File: src/rtl/op_reg_hist_pkg.sv
// Shared types for the operand/operation capture register.
// Provides the command encoding and the priority decode used by op_reg_hist.
package op_reg_hist_pkg;

  // One command is acted on per clock edge.
  typedef enum logic [1:0] {
    CMD_HOLD  = 2'd0,
    CMD_CLEAR = 2'd1,
    CMD_LOAD  = 2'd2,
    CMD_UNDO  = 2'd3
  } cmd_e;

  // Priority is clear > load > undo > hold.
  // An undo with no saved history degrades to hold, so the datapath never sees
  // a pop of an empty stack.
  function automatic cmd_e decode_cmd(input logic clear, input logic en,
                                      input logic undo, input logic has_hist);
    cmd_e c;
    if (clear) begin
      c = CMD_CLEAR;
    end else if (en) begin
      c = CMD_LOAD;
    end else if (undo && has_hist) begin
      c = CMD_UNDO;
    end else begin
      c = CMD_HOLD;
    end
    return c;
  endfunction

endpackage

File: src/rtl/op_reg_hist_if.sv
// Command/data bundle of op_reg_hist.
// master (input stage): drives clear, en, undo, D; reads Q, hist_cnt, hist_full, changed.
// slave  (op_reg_hist): the reverse.
interface op_reg_hist_if #(
  parameter int IN_W  = 5,
  parameter int OUT_W = 3,
  parameter int DEPTH = 4
);
  localparam int CW = $clog2(DEPTH + 1);

  logic             clear;
  logic             en;
  logic             undo;
  logic [IN_W-1:0]  D;
  logic [OUT_W-1:0] Q;
  logic [CW-1:0]    hist_cnt;
  logic             hist_full;
  logic             changed;

  modport master (output clear, en, undo, D,
                  input  Q, hist_cnt, hist_full, changed);
  modport slave  (input  clear, en, undo, D,
                  output Q, hist_cnt, hist_full, changed);
endinterface

File: src/rtl/op_reg_hist_lifo.sv
// hist_lifo: DEPTH-entry shift-register stack with saturating count.
// Ports: clk, rst_n (async, active-low); clr_i, push_i, pop_i (clr > push > pop);
// push_data_i (value pushed onto entry 0); top_o (entry 0); cnt_o (valid entries);
// full_o (cnt_o == DEPTH). A push onto a full stack drops the oldest entry.
module hist_lifo #(
  parameter int             W     = 3,
  parameter int             DEPTH = 4,
  parameter logic [W-1:0]   FILL  = '1
) (
  input  logic                       clk,
  input  logic                       rst_n,
  input  logic                       clr_i,
  input  logic                       push_i,
  input  logic                       pop_i,
  input  logic [W-1:0]               push_data_i,
  output logic [W-1:0]               top_o,
  output logic [$clog2(DEPTH+1)-1:0] cnt_o,
  output logic                       full_o
);
  localparam int            CW      = $clog2(DEPTH + 1);
  localparam logic [CW-1:0] DEPTH_C = CW'(DEPTH);
  localparam logic [CW-1:0] ONE_C   = CW'(1);
  localparam logic [CW-1:0] ZERO_C  = CW'(0);

  logic [W-1:0]  stk_q [DEPTH];
  logic [W-1:0]  stk_d [DEPTH];
  logic [CW-1:0] cnt_q, cnt_d;
  logic          full_q;

  // Next-state of the stack and count.
  always_comb begin
    stk_d = stk_q;
    cnt_d = cnt_q;
    if (clr_i) begin
      for (int i = 0; i < DEPTH; i++) stk_d[i] = FILL;
      cnt_d = ZERO_C;
    end else if (push_i) begin
      stk_d[0] = push_data_i;
      for (int i = 1; i < DEPTH; i++) stk_d[i] = stk_q[i-1];
      if (cnt_q != DEPTH_C) begin
        cnt_d = cnt_q + ONE_C;
      end else begin
        cnt_d = cnt_q;
      end
    end else if (pop_i && (cnt_q != ZERO_C)) begin
      for (int i = 0; i < DEPTH - 1; i++) stk_d[i] = stk_q[i+1];
      stk_d[DEPTH-1] = FILL;
      cnt_d = cnt_q - ONE_C;
    end else begin
      cnt_d = cnt_q;
    end
  end

  // Stack, count and full flag registers.
  always_ff @(posedge clk or negedge rst_n) begin
    if (!rst_n) begin
      for (int i = 0; i < DEPTH; i++) stk_q[i] <= FILL;
      cnt_q  <= ZERO_C;
      full_q <= 1'b0;
    end else begin
      stk_q  <= stk_d;
      cnt_q  <= cnt_d;
      full_q <= (cnt_d == DEPTH_C);
    end
  end

  assign top_o  = stk_q[0];
  assign cnt_o  = cnt_q;
  assign full_o = full_q;
endmodule

File: src/rtl/op_reg_hist.sv
// op_reg_hist: captures D[LSB+OUT_W-1:LSB] into Q on load and keeps a
// DEPTH-deep undo history of previous Q values.
// Ports: clk, rst_n (async, active-low); bus (slave): clear, en, undo, D in;
// Q, hist_cnt, hist_full, changed out. changed pulses the cycle after Q moved.
module op_reg_hist
  import op_reg_hist_pkg::*;
#(
  parameter int               IN_W    = 5,
  parameter int               OUT_W   = 3,
  parameter int               LSB     = 0,
  parameter logic [OUT_W-1:0] RST_VAL = '1,
  parameter int               DEPTH   = 4
) (
  input logic           clk,
  input logic           rst_n,
  op_reg_hist_if.slave  bus
);
  localparam int CW = $clog2(DEPTH + 1);

  if ((LSB + OUT_W > IN_W) || (DEPTH < 1)) begin : g_bad_param
    $error("op_reg_hist: field exceeds input word or DEPTH < 1");
  end

  cmd_e             cmd_s;
  logic [OUT_W-1:0] field_s;
  logic [OUT_W-1:0] top_s;
  logic [CW-1:0]    cnt_s;
  logic             full_s;
  logic [OUT_W-1:0] q_q, q_d;
  logic             changed_q;

  assign cmd_s   = decode_cmd(bus.clear, bus.en, bus.undo, cnt_s != CW'(0));
  assign field_s = bus.D[LSB +: OUT_W];

  hist_lifo #(
    .W     (OUT_W),
    .DEPTH (DEPTH),
    .FILL  (RST_VAL)
  ) u_hist (
    .clk         (clk),
    .rst_n       (rst_n),
    .clr_i       (cmd_s == CMD_CLEAR),
    .push_i      (cmd_s == CMD_LOAD),
    .pop_i       (cmd_s == CMD_UNDO),
    .push_data_i (q_q),
    .top_o       (top_s),
    .cnt_o       (cnt_s),
    .full_o      (full_s)
  );

  // Next value of the held field.
  always_comb begin
    q_d = q_q;
    case (cmd_s)
      CMD_CLEAR: q_d = RST_VAL;
      CMD_LOAD:  q_d = field_s;
      CMD_UNDO:  q_d = top_s;
      default:   q_d = q_q;
    endcase
  end

  // Held field and change pulse.
  always_ff @(posedge clk or negedge rst_n) begin
    if (!rst_n) begin
      q_q       <= RST_VAL;
      changed_q <= 1'b0;
    end else begin
      q_q       <= q_d;
      changed_q <= (q_d != q_q);
    end
  end

  assign bus.Q         = q_q;
  assign bus.hist_cnt  = cnt_s;
  assign bus.hist_full = full_s;
  assign bus.changed   = changed_q;
endmodule

File: src/flat_wrapper.sv
// flat-port wrapper written by rule: the top's interface ports become plain ports
module op_reg_hist_flat import op_reg_hist_pkg::*;
#(
  parameter int               IN_W    = 5,
  parameter int               OUT_W   = 3,
  parameter int               LSB     = 0,
  parameter logic [OUT_W-1:0] RST_VAL = '1,
  parameter int               DEPTH   = 4
)
  (clk, rst_n, bus_clear, bus_en, bus_undo, bus_D, bus_Q, bus_hist_cnt, bus_hist_full, bus_changed);
  op_reg_hist_if #(.IN_W(IN_W), .OUT_W(OUT_W), .DEPTH(DEPTH)) bus_i ();
  input logic clk;
  input logic rst_n;
  input wire logic [$bits(bus_i.clear)-1:0] bus_clear;
  input wire logic [$bits(bus_i.en)-1:0] bus_en;
  input wire logic [$bits(bus_i.undo)-1:0] bus_undo;
  input wire logic [$bits(bus_i.D)-1:0] bus_D;
  output wire logic [$bits(bus_i.Q)-1:0] bus_Q;
  output wire logic [$bits(bus_i.hist_cnt)-1:0] bus_hist_cnt;
  output wire logic [$bits(bus_i.hist_full)-1:0] bus_hist_full;
  output wire logic [$bits(bus_i.changed)-1:0] bus_changed;
  assign bus_i.clear = bus_clear;
  assign bus_i.en = bus_en;
  assign bus_i.undo = bus_undo;
  assign bus_i.D = bus_D;
  assign bus_Q = bus_i.Q;
  assign bus_hist_cnt = bus_i.hist_cnt;
  assign bus_hist_full = bus_i.hist_full;
  assign bus_changed = bus_i.changed;
  op_reg_hist #(.IN_W(IN_W), .OUT_W(OUT_W), .LSB(LSB), .RST_VAL(RST_VAL), .DEPTH(DEPTH)) u_core (.clk(clk), .rst_n(rst_n), .bus(bus_i));
endmodule
File: config.mk
export PLATFORM = sky130hd
export DESIGN_NAME = op_reg_hist_flat
export DESIGN_NICKNAME = d
export VERILOG_FILES = /design/src/rtl/op_reg_hist_pkg.sv /design/src/rtl/op_reg_hist_if.sv /design/src/rtl/op_reg_hist_lifo.sv /design/src/rtl/op_reg_hist.sv /design/src/flat_wrapper.sv
export SDC_FILE = /design/constraint.sdc
export NUM_CORES = 1
export LEC_CHECK = 0
export ABC_AREA = 1
export CAP_MARGIN = 20
export CORE_UTILIZATION = 53
export DETAILED_ROUTE_END_ITERATION = 10
export HOLD_SLACK_MARGIN = 0.05
export PLACE_DENSITY_LB_ADDON = 0.15
export SETUP_SLACK_MARGIN = 0.3
export SYNTH_ARGS = -nofsm -noshare
export SYNTH_HDL_FRONTEND = slang
export SYNTH_HIERARCHICAL = 1
export SYNTH_SLANG_ARGS = --single-unit
File: constraint.sdc
create_clock -name clk -period 1.8 [get_ports clk]
set_input_delay 0.36 -clock clk [delete_from_list [all_inputs] [get_ports clk]]
set_output_delay 0.36 -clock clk [all_outputs]
set_load 0.05 [all_outputs]
==> flow_summary.toml <==
[clock_network]
clk_transition_reported_paths_ns = 0.11
clock_tree.buffer_depth = 2
worstSkewPairLatency_ns = 0.29
root_buffer_cell = "sky130_fd_sc_hd__clkbuf_4"
tritoncts = "built"
inserted_clock_buffers = 3
clock-sinks = 20
clock_tree.htree_level_count = 1

[layout]
antenna_cells = 0
mostFrequentLayoutCells = "sky130_fd_sc_hd__inv_1, sky130_fd_sc_hd__nand2_1, sky130_fd_sc_hd__buf_4"
final_cell_count_no_fill = 211
finish.instance_area_sq_um = 1720
layout_cell_share_with_drive_strength_beyond_1_pct = 48.6
nFillCells = 146
layout.nets = 197
commonest_non_fill_non_tap_cell_in_the_layout = "sky130_fd_sc_hd__inv_1"
area_growth_from_synthesis_to_final_layout_pct = 34.2

[grt]
sum_of_overflow_across_all_layers_after_global_routing = 0
antenna_found_initial = 0
global_route_wire_length_before_repair_microns = 4700
grt_start_max_net_pins = 21
grt.total_usage_pct = 23.5
grt_pass1_vias = 1146

[floorplanning]
core_region_area_sq_um = 2230
starting_utilization_of_the_core_area_pct = 57.3
ios = 18
die_height_microns = 51.1
die-width_microns = 51.1
row_cnt = 17
floorplan.die_area_sq_um = 2610

[sta]
max_freq_mhz = 679
slew_headroom_pct = 83.3
layout_worst_path_cycle_share_pct = 81.9
finalSetupViolations = 0
rsz0062_at_grt = "yes"
tightestPinTransition_ns = 0.251
hold_viol_final = 0
final.setup_skew_ns = 0.00839
final_slew_violations = 0
finalCriticalPeriod_ns = 1.47
totalNegativeSetupSlack_ns = 0

[synthesis]
synth.top_cell.area_share_pct = 30.8
postSynthAreaPerCell_sq_um = 8.64
yosysUniqueCellTypes = 24
synth.net_count = 161
synth-warning-count = 6
synth-async-reset-ratio_pct = 100
ys_seq_elements = 20
synth_area_leaders = "sky130_fd_sc_hd__dfstp_2, sky130_fd_sc_hd__dfrtp_1, sky130_fd_sc_hd__inv_1"
dominantRegCellSynth = "sky130_fd_sc_hd__dfstp_2"
synth.largest_area_cell = "sky130_fd_sc_hd__dfstp_2"
netlist_area_sq_um = 1280
syn-instance-count = 148
number_of_enable_type_register_cells_in_the_synthesized_netlist = 0
seq_area_frac_synth_pct = 40.6

[route]
post-route-drc-count = 0
drt-initial-drc-count = 33
post_drt_wl_per_cell_microns = 12.8
route.antenna.remaining_nets = 0
finalWirelength_microns = 2710
viasPerCell = 5.33
dr_total_vias = 1124
length_of_the_first_detailed_routing_pass_in_iterations = 4

[place]
gpl.final_weighted_congestion = 0.774
placed_cells = 202
placedInstanceArea_sq_um = 1610
hpwlAfterDp_microns = 1910
io_buffers = 15

[critical_path]
cp-start-kind = "register"
critPathMaxStageDelay_ns = 0.40
timing.critical_path.slowest_stage_cell = "sky130_fd_sc_hd__dfrtp_2"
worst_ep_arrival_time_ns = 1.67
worstPathRequired_ns = 2.00
timing.setup.critical_path_class = "reg2reg"
crit_fanout = 4
sequence_of_cells_on_the_critical_path = "inv_2, nand2_2, nand2_4, nor3_4, inv_1, a21oi_2, nand2_1, nand2_1, nand3_2, nand2_2, nor2_1"
reg2reg_setup_slack_ns = 0.33
end_kind = "register"

[power]
p_clk_share_pct = 17.6
seq_power_share_pct = 45.7
p_sw_uw = 415
peakVddDrop_v = 0.000515
intPower_uw = 790
power_density_nw_per_um2 = 702
power_switching_share_pct = 34.4
leakage_power_of_the_design_uw = 0.000878
combinationalPowerShare_pct = 36.7

[worst_hold_path]
min-delay-path-class = "in2async"

[flow_run]
max-cap-violations = 0

[status]
run_status = "finished, final reports clean"
layer usage:
metal	global-route usage [%]	wire, microns	up-vias
met5	0	0	-
li1	-	-	552
met4	6.48	14	0
met1	28.5	1180	541
met3	2.38	127	2
met2	43.6	1390	29
final timing paths:
kind                                        start                endpoint  cells past startpoint
min                                         rst_n    u_core/u_hist/full_o                      2
max reg2reg                u_core/u_hist/cnt_o[0]    u_core/u_hist/full_o                     11
min reg2reg                u_core/u_hist/stk_q[2]  u_core/u_hist/stk_q[2]                      2
min in group clk           u_core/u_hist/stk_q[2]  u_core/u_hist/stk_q[2]                      2
max in group asynchronous                   rst_n  u_core/u_hist/top_o[1]                      2
max                        u_core/u_hist/cnt_o[0]    u_core/u_hist/full_o                     11
layout make-up:
type                    count  area, sq um  area share [%]
well taps                  28         35.0            2.04
repair buffers             37          365            21.3
multi-input cells          91          651            37.9
clock buffers               4         26.3            1.53
inverters                  31          116            6.78
flip-flops and latches     20          523            30.5
synthesized netlist by cell type, types with 2 or more instances:
library cell	count
sky130_fd_sc_hd__buf_4	3
sky130_fd_sc_hd__nand3_2	2
sky130_fd_sc_hd__inv_2	4
sky130_fd_sc_hd__inv_1	27
sky130_fd_sc_hd__nor2_1	3
sky130_fd_sc_hd__nor2_4	3
sky130_fd_sc_hd__ha_1	3
sky130_fd_sc_hd__a22oi_1	9
sky130_fd_sc_hd__dfstp_2	15
sky130_fd_sc_hd__nand2_2	5
sky130_fd_sc_hd__o21a_1	2
sky130_fd_sc_hd__nand2_4	2
sky130_fd_sc_hd__a21oi_1	5
sky130_fd_sc_hd__nand3_1	12
sky130_fd_sc_hd__buf_6	2
sky130_fd_sc_hd__o21ai_2	10
sky130_fd_sc_hd__o211ai_2	3
sky130_fd_sc_hd__nand4_1	4
sky130_fd_sc_hd__dfrtp_1	5
sky130_fd_sc_hd__nand2_1	25
logic make-up (layout without fill, tap and decap cells):
| logic type | Yosys count | count (layout) | share of synthesized area, % |
|---|---|---|---|
| adders and majority gates | 3 | 3 | 2.94 |
| DFF | 20 | 20 | 40.6 |
| and+or+nand+nor | 58 | 58 | 24.7 |
| xor gates and xnor gates | 1 | 1 | 0.685 |
| buffers and inverters | 37 | 72 | 12.9 |
| AOI/OAI and AO/OA | 29 | 29 | 18.2 |
per-stage QoR:
step | hold WS [ns] | total power [uW] | util (%) | setup slack, ns
after floorplan | 0.0644 | 828 | - | 0.258
after global placement | 0.473 | 955 | 72.2 | -0.0251
after detailed placement | 0.483 | 968 | 72.2 | -0.0950
after CTS | 0.387 | 1200 | 75.1 | 0.264
after global routing | 0.393 | 1270 | 76.9 | 0.252
final | 0.388 | 1200 | 76.9 | 0.326
critical path: cells and delay by family, from the launching register on:
kind,cells,cell delay (ns)
AO/OA/AOI/OAI,1,0.13
flip-flops,1,0.40
AND/OR/NAND/NOR,8,0.70
buffers and inverters,2,0.14
state kept, by name, summed over array words and instances (netlist names):
| signal | flops |
|---|---|
| u_core/u_hist/stk_q | 9 |
| u_core/bus.Q | 3 |
| u_core/u_hist/cnt_o | 3 |
| u_core/u_hist/top_o | 3 |
| u_core/bus.changed | 1 |
| u_core/u_hist/full_o | 1 |
power by group through the flow:
stage	logic [uW]	registers (uW)	clock network (uW)
after floorplan	215	613	0
after global placement	396	559	0
after detailed placement	406	562	0
after CTS	426	551	223
after global routing	482	557	236
final	442	551	212
repair_timing:
action | CTS | global route
gates resized for setup | 4 | 8
endpoints found under the setup margin | 10 | 15
hold buffers | 0 | 0
pin swaps | 3 | 4
setup buffers | 4 | 1
(Power assumes the default switching activity.)
